[config.mk]
export PLATFORM = sky130hd
export DESIGN_NAME = pattern_gen_flat
export DESIGN_NICKNAME = d
export VERILOG_FILES = /design/src/rtl/pattern_gen_if.sv /design/src/rtl/pattern_gen.sv /design/src/flat_wrapper.sv
export SDC_FILE = /design/constraint.sdc
export NUM_CORES = 1
export LEC_CHECK = 0
export BUFFER_PORTS_ARGS = -buffer_cell sky130_fd_sc_hd__buf_2
export CAP_MARGIN = 25
export CORE_ASPECT_RATIO = 1.25
export CORE_MARGIN = 5
export CORE_UTILIZATION = 50
export DETAILED_ROUTE_END_ITERATION = 8
export PLACE_DENSITY = 0.81
export SETUP_SLACK_MARGIN = 0.15
export SYNTH_ARGS = -nofsm -noshare
export SYNTH_HDL_FRONTEND = slang
export SYNTH_SLANG_ARGS = --single-unit
[constraint.sdc]
create_clock -name i_clk -period 1.8 [get_ports i_clk]
set_input_delay 0.18 -clock i_clk [delete_from_list [all_inputs] [get_ports i_clk]]
set_output_delay 0.18 -clock i_clk [all_outputs]
set_load 0.005 [all_outputs]
[src/rtl/pattern_gen_if.sv]
`default_nettype none
// ----------------------------------------------------------------------------
// Module   : pattern_gen_if
// Brief    : Video timing input and RGB565 pixel output bundle for pattern_gen
// Revision : 1.0
// ----------------------------------------------------------------------------
interface pattern_gen_if;
  logic       i_hsync;
  logic       i_vsync;
  logic       i_hde;
  logic       i_vde;
  logic [8:0] i_x;
  logic [8:0] i_y;
  logic       o_hsync;
  logic       o_vsync;
  logic       o_de;
  logic [4:0] o_r;
  logic [5:0] o_g;
  logic [4:0] o_b;

  modport master (
    output i_hsync, i_vsync, i_hde, i_vde, i_x, i_y,
    input  o_hsync, o_vsync, o_de, o_r, o_g, o_b
  );

  modport slave (
    input  i_hsync, i_vsync, i_hde, i_vde, i_x, i_y,
    output o_hsync, o_vsync, o_de, o_r, o_g, o_b
  );
endinterface
`default_nettype wire

[src/rtl/pattern_gen.sv]
`default_nettype none
// ----------------------------------------------------------------------------
// Module   : pattern_gen
// Brief    : Two-stage RGB565 test-pattern generator, eight frame-synchronous
//            patterns with frame counter and moving-bar animation
// Revision : 1.0
// ----------------------------------------------------------------------------
module pattern_gen #(
  parameter int HACTIVE = 480,
  parameter int VACTIVE = 272
) (
  input  logic          i_clk,
  input  logic          i_rst,
  input  logic          i_next,
  pattern_gen_if.slave  bus,
  output logic [2:0]    o_pattern,
  output logic [7:0]    o_frame
);

  localparam logic [9:0] c_hactive = 10'(HACTIVE);
  localparam logic [9:0] c_hlast   = 10'(HACTIVE - 1);
  localparam logic [9:0] c_vlast   = 10'(VACTIVE - 1);
  localparam logic [15:0] c_white   = {5'd31, 6'd63, 5'd31};
  localparam logic [15:0] c_yellow  = {5'd31, 6'd63, 5'd0};
  localparam logic [15:0] c_cyan    = {5'd0,  6'd63, 5'd31};
  localparam logic [15:0] c_green   = {5'd0,  6'd63, 5'd0};
  localparam logic [15:0] c_magenta = {5'd31, 6'd0,  5'd31};
  localparam logic [15:0] c_red     = {5'd31, 6'd0,  5'd0};
  localparam logic [15:0] c_blue    = {5'd0,  6'd0,  5'd31};
  localparam logic [15:0] c_black   = 16'd0;

  logic       r_vsync_q;
  logic [2:0] r_pending;
  logic [2:0] r_active;
  logic [7:0] r_frame;
  logic [8:0] r_pos;

  logic       r_s1_hsync, r_s1_vsync, r_s1_de;
  logic [2:0] r_s1_pat;
  logic [2:0] r_s1_bar;
  logic       r_s1_chk, r_s1_grid, r_s1_win;
  logic [5:0] r_s1_xr, r_s1_yr;

  logic        r_hsync, r_vsync, r_de;
  logic [15:0] r_rgb;

  logic        w_fs;
  logic [9:0]  w_pos_sum;
  logic [8:0]  w_pos_next;
  logic [9:0]  w_x10, w_y10;
  logic [2:0]  w_bar;
  logic        w_win, w_grid;
  logic [15:0] w_rgb;

  assign w_fs       = r_vsync_q & ~bus.i_vsync;
  assign w_pos_sum  = {1'b0, r_pos} + 10'd2;
  assign w_pos_next = (w_pos_sum >= c_hactive) ? 9'd0 : w_pos_sum[8:0];
  assign w_x10      = {1'b0, bus.i_x};
  assign w_y10      = {1'b0, bus.i_y};
  assign w_win      = (w_x10 >= {1'b0, r_pos}) && (w_x10 < ({1'b0, r_pos} + 10'd16));
  assign w_grid     = (bus.i_x[4:0] == 5'd0) || (bus.i_y[4:0] == 5'd0) ||
                      (w_x10 == c_hlast) || (w_y10 == c_vlast);

  // 60-pixel colour bars decoded by threshold comparison
  always_comb begin
    w_bar = 3'd7;
    if      (bus.i_x < 9'd60)  w_bar = 3'd0;
    else if (bus.i_x < 9'd120) w_bar = 3'd1;
    else if (bus.i_x < 9'd180) w_bar = 3'd2;
    else if (bus.i_x < 9'd240) w_bar = 3'd3;
    else if (bus.i_x < 9'd300) w_bar = 3'd4;
    else if (bus.i_x < 9'd360) w_bar = 3'd5;
    else if (bus.i_x < 9'd420) w_bar = 3'd6;
  end

  always_comb begin
    w_rgb = c_black;
    case (r_s1_pat)
      3'd0: begin
        case (r_s1_bar)
          3'd0:    w_rgb = c_white;
          3'd1:    w_rgb = c_yellow;
          3'd2:    w_rgb = c_cyan;
          3'd3:    w_rgb = c_green;
          3'd4:    w_rgb = c_magenta;
          3'd5:    w_rgb = c_red;
          3'd6:    w_rgb = c_blue;
          default: w_rgb = c_black;
        endcase
      end
      3'd1:    w_rgb = r_s1_chk ? c_white : c_black;
      3'd2:    w_rgb = {r_s1_xr[5:1], r_s1_xr, r_s1_xr[5:1]};
      3'd3:    w_rgb = {r_s1_yr[5:1], r_s1_yr, r_s1_yr[5:1]};
      3'd4:    w_rgb = r_s1_win ? c_white : c_blue;
      3'd5:    w_rgb = r_s1_grid ? c_white : c_black;
      3'd6:    w_rgb = c_white;
      default: w_rgb = c_red;
    endcase
  end

  always_ff @(posedge i_clk or posedge i_rst) begin
    if (i_rst) begin
      r_vsync_q  <= 1'b1;
      r_pending  <= 3'd0;
      r_active   <= 3'd0;
      r_frame    <= 8'd0;
      r_pos      <= 9'd0;
      r_s1_hsync <= 1'b1;
      r_s1_vsync <= 1'b1;
      r_s1_de    <= 1'b0;
      r_s1_pat   <= 3'd0;
      r_s1_bar   <= 3'd0;
      r_s1_chk   <= 1'b0;
      r_s1_grid  <= 1'b0;
      r_s1_win   <= 1'b0;
      r_s1_xr    <= 6'd0;
      r_s1_yr    <= 6'd0;
      r_hsync    <= 1'b1;
      r_vsync    <= 1'b1;
      r_de       <= 1'b0;
      r_rgb      <= 16'd0;
    end else begin
      r_vsync_q <= bus.i_vsync;
      if (i_next) r_pending <= r_pending + 3'd1;
      // Nonblocking load picks up the pre-increment pending value
      if (w_fs) begin
        r_active <= r_pending;
        r_frame  <= r_frame + 8'd1;
        r_pos    <= w_pos_next;
      end
      r_s1_hsync <= bus.i_hsync;
      r_s1_vsync <= bus.i_vsync;
      r_s1_de    <= bus.i_hde & bus.i_vde;
      r_s1_pat   <= r_active;
      r_s1_bar   <= w_bar;
      r_s1_chk   <= bus.i_x[4] ^ bus.i_y[4];
      r_s1_grid  <= w_grid;
      r_s1_win   <= w_win;
      r_s1_xr    <= bus.i_x[8:3];
      r_s1_yr    <= bus.i_y[8:3];
      r_hsync    <= r_s1_hsync;
      r_vsync    <= r_s1_vsync;
      r_de       <= r_s1_de;
      r_rgb      <= r_s1_de ? w_rgb : 16'd0;
    end
  end

  assign bus.o_hsync = r_hsync;
  assign bus.o_vsync = r_vsync;
  assign bus.o_de    = r_de;
  assign bus.o_r     = r_rgb[15:11];
  assign bus.o_g     = r_rgb[10:5];
  assign bus.o_b     = r_rgb[4:0];
  assign o_pattern   = r_active;
  assign o_frame     = r_frame;

endmodule
`default_nettype wire

[src/flat_wrapper.sv]
// flat-port wrapper written by rule: the top's interface ports become plain ports
module pattern_gen_flat 
#(
  parameter int HACTIVE = 480,
  parameter int VACTIVE = 272
)
  (i_clk, i_rst, i_next, o_pattern, o_frame, bus_i_hsync, bus_i_vsync, bus_i_hde, bus_i_vde, bus_i_x, bus_i_y, bus_o_hsync, bus_o_vsync, bus_o_de, bus_o_r, bus_o_g, bus_o_b);
  pattern_gen_if bus_i ();
  input  logic i_clk;
  input  logic i_rst;
  input  logic i_next;
  output logic [2:0] o_pattern;
  output logic [7:0] o_frame;
  input wire logic [$bits(bus_i.i_hsync)-1:0] bus_i_hsync;
  input wire logic [$bits(bus_i.i_vsync)-1:0] bus_i_vsync;
  input wire logic [$bits(bus_i.i_hde)-1:0] bus_i_hde;
  input wire logic [$bits(bus_i.i_vde)-1:0] bus_i_vde;
  input wire logic [$bits(bus_i.i_x)-1:0] bus_i_x;
  input wire logic [$bits(bus_i.i_y)-1:0] bus_i_y;
  output wire logic [$bits(bus_i.o_hsync)-1:0] bus_o_hsync;
  output wire logic [$bits(bus_i.o_vsync)-1:0] bus_o_vsync;
  output wire logic [$bits(bus_i.o_de)-1:0] bus_o_de;
  output wire logic [$bits(bus_i.o_r)-1:0] bus_o_r;
  output wire logic [$bits(bus_i.o_g)-1:0] bus_o_g;
  output wire logic [$bits(bus_i.o_b)-1:0] bus_o_b;
  assign bus_i.i_hsync = bus_i_hsync;
  assign bus_i.i_vsync = bus_i_vsync;
  assign bus_i.i_hde = bus_i_hde;
  assign bus_i.i_vde = bus_i_vde;
  assign bus_i.i_x = bus_i_x;
  assign bus_i.i_y = bus_i_y;
  assign bus_o_hsync = bus_i.o_hsync;
  assign bus_o_vsync = bus_i.o_vsync;
  assign bus_o_de = bus_i.o_de;
  assign bus_o_r = bus_i.o_r;
  assign bus_o_g = bus_i.o_g;
  assign bus_o_b = bus_i.o_b;
  pattern_gen #(.HACTIVE(HACTIVE), .VACTIVE(VACTIVE)) u_core (.i_clk(i_clk), .i_rst(i_rst), .i_next(i_next), .bus(bus_i), .o_pattern(o_pattern), .o_frame(o_frame));
endmodule
==> impl_metrics.env, run 1 <==
export IMPL_die_height_um=96.83
export IMPL_synth_common_cells="61 x dfrtp_1, 36 x nand2_1, 29 x a21oi_1"
export IMPL_drc=0
export IMPL_crit_path_max_fanout=3
export IMPL_layout_min_cycle_time_ns=1.727
export IMPL_path_cells="ha_4, xnor2_2, ha_1, and3b_1, a221oi_2, o21ai_1, a21boi_1"
export IMPL_slew_violations=0
export IMPL_finalSetupViolCount=0
export IMPL_worst_pin_slew_ns=0.5857
export IMPL_r2r_start="u_core.r_pos[5]"
export IMPL_fmax_mhz=579.0
export IMPL_avgRoutedWirePerCell_um=14.30
export IMPL_start_util_pct=51.83
export IMPL_hold_class="in2reg"
export IMPL_cts_buffers=9
export IMPL_relSlewSlack_pct=60.95
export IMPL_finalHoldViolations=0
export IMPL_r2r_slack_ns=0.07
export IMPL_worstPathArrival_ns=1.99
export IMPL_clk_pin_slew_worst_paths_ns=0.07
export IMPL_reg2reg_depth=7
export IMPL_antenna_found_initial=0
export IMPL_root_buffer="clkbuf_8"
export IMPL_fin_worst_skew_ns=0.008777
export IMPL_fill_cells=456
export IMPL_holdWs_ns=0.04916
export IMPL_ys_seq_area_share_pct=54.11
export IMPL_syn2layout_area_growth_pct=25.56
export IMPL_fin_crit_sh_pct=95.94
export IMPL_grt_remaining_overflow=0
export IMPL_grt_max_degree=47
export IMPL_startpoint_type="flop"
export IMPL_dpl_hpwl_um=4223
export IMPL_cts_buffer_depth=2
export IMPL_min_to="u_core.r_s1_xr[0]"
export IMPL_drt_iter0_drc=127
export IMPL_cts_htree_levels=3
export IMPL_rr_endpoint="u_core.r_s1_win"
export IMPL_synth_net_count=330
export IMPL_grt_pass1_wl_um=10220
export IMPL_drive_above_1_share_pct=29.67
export IMPL_ys_async_sr_fraction_pct=100.0
export IMPL_crit_family="adder cells"
export IMPL_hold_path_depth=1
export IMPL_grt_pass1_vias=2218
export IMPL_cts_tree="yes"
export IMPL_rsz0062_at_grt="true"
export IMPL_vias=2367
export IMPL_totalWireLength_um=6151
export IMPL_cap_violations=0
export IMPL_hp_start="bus_i_x[3]"
export IMPL_synth_seq_cells=65
export IMPL_layout_nets=401
export IMPL_max_vdd_ir_drop_v=0.0006158
export IMPL_fin_tns_setup_ns=0
export IMPL_synth_most_common_cell="dfrtp_1"
export IMPL_vias_per_cell=5.505
export IMPL_crit_buf_inv=0
export IMPL_avgSynthCellArea_um2=10.47
export IMPL_status="complete, no violations"
export IMPL_yosys_warnings=0
export IMPL_fp_row_count=31
export IMPL_port_buffers=54
export IMPL_power_density_nw_per_um2=1380
export IMPL_worst_path_max_delay_cell="dfrtp_2"
export IMPL_gp_congestion=0.8721
export IMPL_synthCells=288
export IMPL_cp_required_ns=2.07
export IMPL_end_kind="flop"
export IMPL_clock_sinks=65
export IMPL_yosysUniqueCellTypes=46
export IMPL_synth_flop_cell="dfrtp_1"
export IMPL_synth_area_um2=3015
export IMPL_ios=55
export IMPL_synth_edf_count=0
export IMPL_diodes=0
export IMPL_worstSkewPairLatency_ns=0.34
export IMPL_synthTopCellsByArea="dfrtp_1 51%, ha_1 7.1%, a21oi_1 4.8%"
export IMPL_antenna_left=0
export IMPL_synth_top_area_share_pct=50.62
export IMPL_slowest_delay_ns=0.43
export IMPL_grtUsageTotal_pct=16.87
export IMPL_yosys_area_top_type="dfrtp_1"
export IMPL_die_area_um2=7694
export IMPL_firstDrtPassIters=6
export IMPL_path_class="reg2reg"
export IMPL_die_width_um=79.46
export IMPL_p_leak_nw=1.807
export IMPL_core_um2=5818
## cells by family (layout without fill, tap and decap cells)
group / Yosys count / after routing / share of synthesized area, %
AOI/OAI and AO/OA: 80 / 80 / 16.22
xor gates and xnor gates: 15 / 15 / 4.357
adders and majority gates: 17 / 17 / 7.054
buffers and inverters: 26 / 102 / 3.817
DFF: 65 / 65 / 54.11
muxes: 2 / 2 / 0.7468
and+or+nand+nor: 83 / 83 / 13.69
## worst max-delay path by stage
stage,end,start,cells past startpoint
2_1_floorplan,u_core.r_pos[5],u_core.r_pos[4],7
3_3_place_gp,u_core.r_pos[5],u_core.r_pos[1],6
3_5_place_dp,u_core.r_pos[5],u_core.r_pos[1],6
4_1_cts,u_core.r_s1_win,u_core.r_pos[5],7
5_1_grt,u_core.r_s1_win,u_core.r_pos[5],7
6_report,u_core.r_s1_win,u_core.r_pos[5],7
## routing by layer
metal	GRT usage, %	share of wire [%]
met5	0	0
met4	7.937	1.9
met3	3.810	5.4
met2	25.79	50
met1	22.53	43
## report_power, final
part	leakage, nW	switching, mW	internal (mW)
clock	0.0953	0.534	0.672
sequential	0.794	0.318	1.79
combinational	0.917	0.972	0.944
total	1.81	1.82	3.40
## state kept, by name (all words and copies together) (netlist names), 3 cells and up
name / cells
u_core.r_s1_yr: 6
u_core.r_pos: 8
u_core.o_frame: 8
u_core.r_s1_pat: 3
u_core.o_pattern: 3
u_core.r_s1_bar: 3
u_core.r_pending: 3
u_core.r_s1_xr: 6
u_core.r_rgb: 16
## cell type report
class | instances | area [um^2] | share of cell area (%)
clock buffer | 11 | 141.4 | 3.734
multi-input combinational | 197 | 1365 | 36.05
sequential | 65 | 1638 | 43.26
inverter | 14 | 56.30 | 1.487
tap | 66 | 82.58 | 2.181
clock inverter | 5 | 55.05 | 1.454
timing repair buffer | 72 | 447.9 | 11.83
## metrics by stage
stage	area [um^2]	std cells	power (mW)	worst slack, ns	util [%]
2_1_floorplan	3059	288	3.310	0.07389	-
3_3_place_gp	3415	403	3.774	0.1418	58.69
3_5_place_dp	3415	403	3.838	0.05270	58.69
4_1_cts	3724	429	5.127	0.07295	64.00
5_1_grt	3786	430	5.622	0.01798	65.08
6_report	3786	430	5.225	0.07302	65.08
## placed cells by master, fill, tap and decap left out, types with 4 or more instances in the layout
cell type	Yosys	final
buf_4	0	6
buf_2	2	54
nor2_1	8	7
clkbuf_8	0	10
xor2_1	4	4
dfstp_2	4	4
dfrtp_1	61	56
a21boi_0	7	6
nand4_1	5	5
xnor2_1	11	9
o21ai_0	19	16
nor3_1	6	6
a21oi_1	29	29
ha_1	17	14
nand2_1	36	36
a31oi_1	4	4
nand3_1	11	10
dlygate4sd3_1	0	9
inv_1	14	12
dfrtp_2	0	5
## timing repair
item                                    in CTS  in global routing
endpoints found under the hold margin       23                  0
resized for setup                            3                 15
endpoints found under the setup margin       3                 17
buffers inserted                             1                  1
hold buffers                                 9                  0
pin swaps                                    1                  6
cloned                                       0                  0
No activity file was read; power rests on OpenSTA's default activity.
==> run 2: changes to the inputs <==
- CORE_UTILIZATION: 50 -> 55
- PLACE_DENSITY: 0.81 -> 0.84
- clock period: 1.8 -> 1.66 ns (I/O delays scaled with it)
==> run 2 against run 1 <==
  * The flow now finishes with violations (negative setup slack)
  * Critical path type unchanged
  * Largest power group unchanged
  * Clock power shrank 6%
  * Utilization up 6.6 points
  * Clock skew fell by 0.0021 ns
  * Largest cell class unchanged
==> impl_metrics.env, run 2 (synthesized netlist as in run 1, its figures left out) <==
export IMPL_worstSkewPairLatency_ns=0.34
export IMPL_reg2reg_depth=6
export IMPL_startpoint_type="flop"
export IMPL_avgRoutedWirePerCell_um=15.35
export IMPL_final_common_cell="dfrtp_1"
export IMPL_cts_buffer_depth=2
export IMPL_clk_pin_slew_worst_paths_ns=0.07
export IMPL_slew_violations=0
export IMPL_start_util_pct=56.18
export IMPL_seq_area_um2=1638
export IMPL_diodes=0
export IMPL_crit_path_max_fanout=6
export IMPL_port_buffers=54
export IMPL_clock_sinks=65
export IMPL_layout_nets=410
export IMPL_cts_tree="yes"
export IMPL_p_leak_nw=1.846
export IMPL_layout_min_cycle_time_ns=1.754
export IMPL_fin_cells=437
export IMPL_hold_path_depth=1
export IMPL_fill_cells=386
export IMPL_largest_reg_flops=16
export IMPL_die_width_um=76.23
export IMPL_ios=55
export IMPL_drive_above_1_share_pct=31.90
export IMPL_vias=2456
export IMPL_antenna_left=0
export IMPL_syn2layout_area_growth_pct=27.63
export IMPL_worstPathArrival_ns=1.98
export IMPL_max_vdd_ir_drop_v=0.0008775
export IMPL_firstDrtPassIters=6
export IMPL_multi_input_area_um2=1385
export IMPL_status="complete, but fails checks"
export IMPL_hold_class="in2reg"
export IMPL_totalWireLength_um=6708
export IMPL_largest_register="u_core.r_rgb"
export IMPL_relSlewSlack_pct=73.84
export IMPL_finalSetupViolCount=6
export IMPL_grt_pass1_vias=2501
export IMPL_fin_tns_setup_ns=-0.2655
export IMPL_fp_row_count=30
export IMPL_root_buffer="clkbuf_8"
export IMPL_path_class="reg2reg"
export IMPL_drc=0
export IMPL_failed_checks="negative setup slack"
export IMPL_drt_iter0_drc=149
export IMPL_layout_common_cells="56 x dfrtp_1, 54 x buf_2, 36 x nand2_1, 29 x a21oi_1"
export IMPL_antenna_found_initial=0
export IMPL_finalHoldViolations=0
export IMPL_grtUsageTotal_pct=20.16
export IMPL_grt_remaining_overflow=0
export IMPL_gp_congestion=0.8795
export IMPL_vias_per_cell=5.620
export IMPL_die_height_um=92.79
export IMPL_power_density_nw_per_um2=1484
export IMPL_timing_final_ws_setup_ns=-0.09434
export IMPL_end_kind="flop"
export IMPL_cts_htree_levels=3
export IMPL_fin_worst_skew_ns=0.006636
export IMPL_rsz0062_at_grt="true"
export IMPL_dpl_hpwl_um=4462
export IMPL_grt_max_degree=40
export IMPL_die_area_um2=7073
export IMPL_cap_violations=0
export IMPL_grt_pass1_wl_um=11530
export IMPL_cts_buffers=9
export IMPL_cp_required_ns=1.88
export IMPL_worst_pin_slew_ns=0.3924
export IMPL_fmax_mhz=570.0
export IMPL_core_um2=5368
export IMPL_fin_crit_sh_pct=105.7
export IMPL_place_inst=407
[run 2: worst max-delay path: stages, from the launching register on]
cell      delay (ns)
dfrtp_2         0.43
ha_4            0.18
and4_4          0.17
a31oi_1         0.15
and4bb_2        0.33
nor2_2          0.07
a221o_1         0.30
[run 2: layer usage]
metal  up-vias  global-route usage, %  part of all wire, %
met4         0                  7.872                  1.7
met2        72                  33.14                   51
met3        12                  5.642                  5.5
met1      1188                  25.16                   42
met5         -                      0                    0
li1       1184                      -                    -
[run 2: cell type report]
type | instances | share of cell area (%)
clock buffers | 13 | 3.869
clock inverters | 3 | 0.4551
inverters | 14 | 1.463
multi-input cells | 197 | 35.99
flip-flops and latches | 65 | 42.56
well taps | 64 | 2.081
repair buffers | 81 | 13.59
[run 2: worst paths after layout]
| check | from | to | slack, ns |
|---|---|---|---|
| setup / recovery | u_core.r_pos[5] | u_core.r_pos[5] | -0.09 |
| hold / removal | bus_i_x[3] | u_core.r_s1_xr[0] | 0.04 |
| setup reg to reg | u_core.r_pos[5] | u_core.r_pos[5] | -0.09 |
| hold reg to reg | u_core.r_s1_hsync | u_core.bus.o_hsync | 0.36 |
| max in group asynchronous | i_rst | u_core.r_s1_hsync | 0.76 |
| min in group asynchronous | i_rst | u_core.o_frame[6] | 0.35 |
[run 2: repair_timing]
action                     4_1_cts  5_1_grt
setup endpoints to repair        9       26
resized for setup               14       13
hold endpoints to repair        17        0
pin swaps                        8        6
hold buffers                     9        0
setup buffers                    5        0
[run 2: metrics by stage]
step | utilization, % | hold slack [ns] | total power, mW | cell area, um^2 | setup slack (ns)
2_1_floorplan | - | 0.1705 | 3.589 | 3059 | -0.06611
3_3_place_gp | 64.41 | 0.1524 | 4.131 | 3457 | 0.01700
3_5_place_dp | 64.41 | 0.1559 | 4.234 | 3457 | -0.04518
4_1_cts | 70.91 | 0.03352 | 5.584 | 3806 | -0.06355
5_1_grt | 71.70 | 0.02546 | 6.143 | 3849 | -0.1883
6_report | 71.70 | 0.04380 | 5.712 | 3849 | -0.09434
[run 2: where the power goes]
| part | total [mW] | internal [mW] | switching (mW) |
|---|---|---|---|
| logic | 2.27 | 1.14 | 1.14 |
| clock network | 1.14 | 0.579 | 0.561 |
| registers | 2.30 | 1.94 | 0.360 |
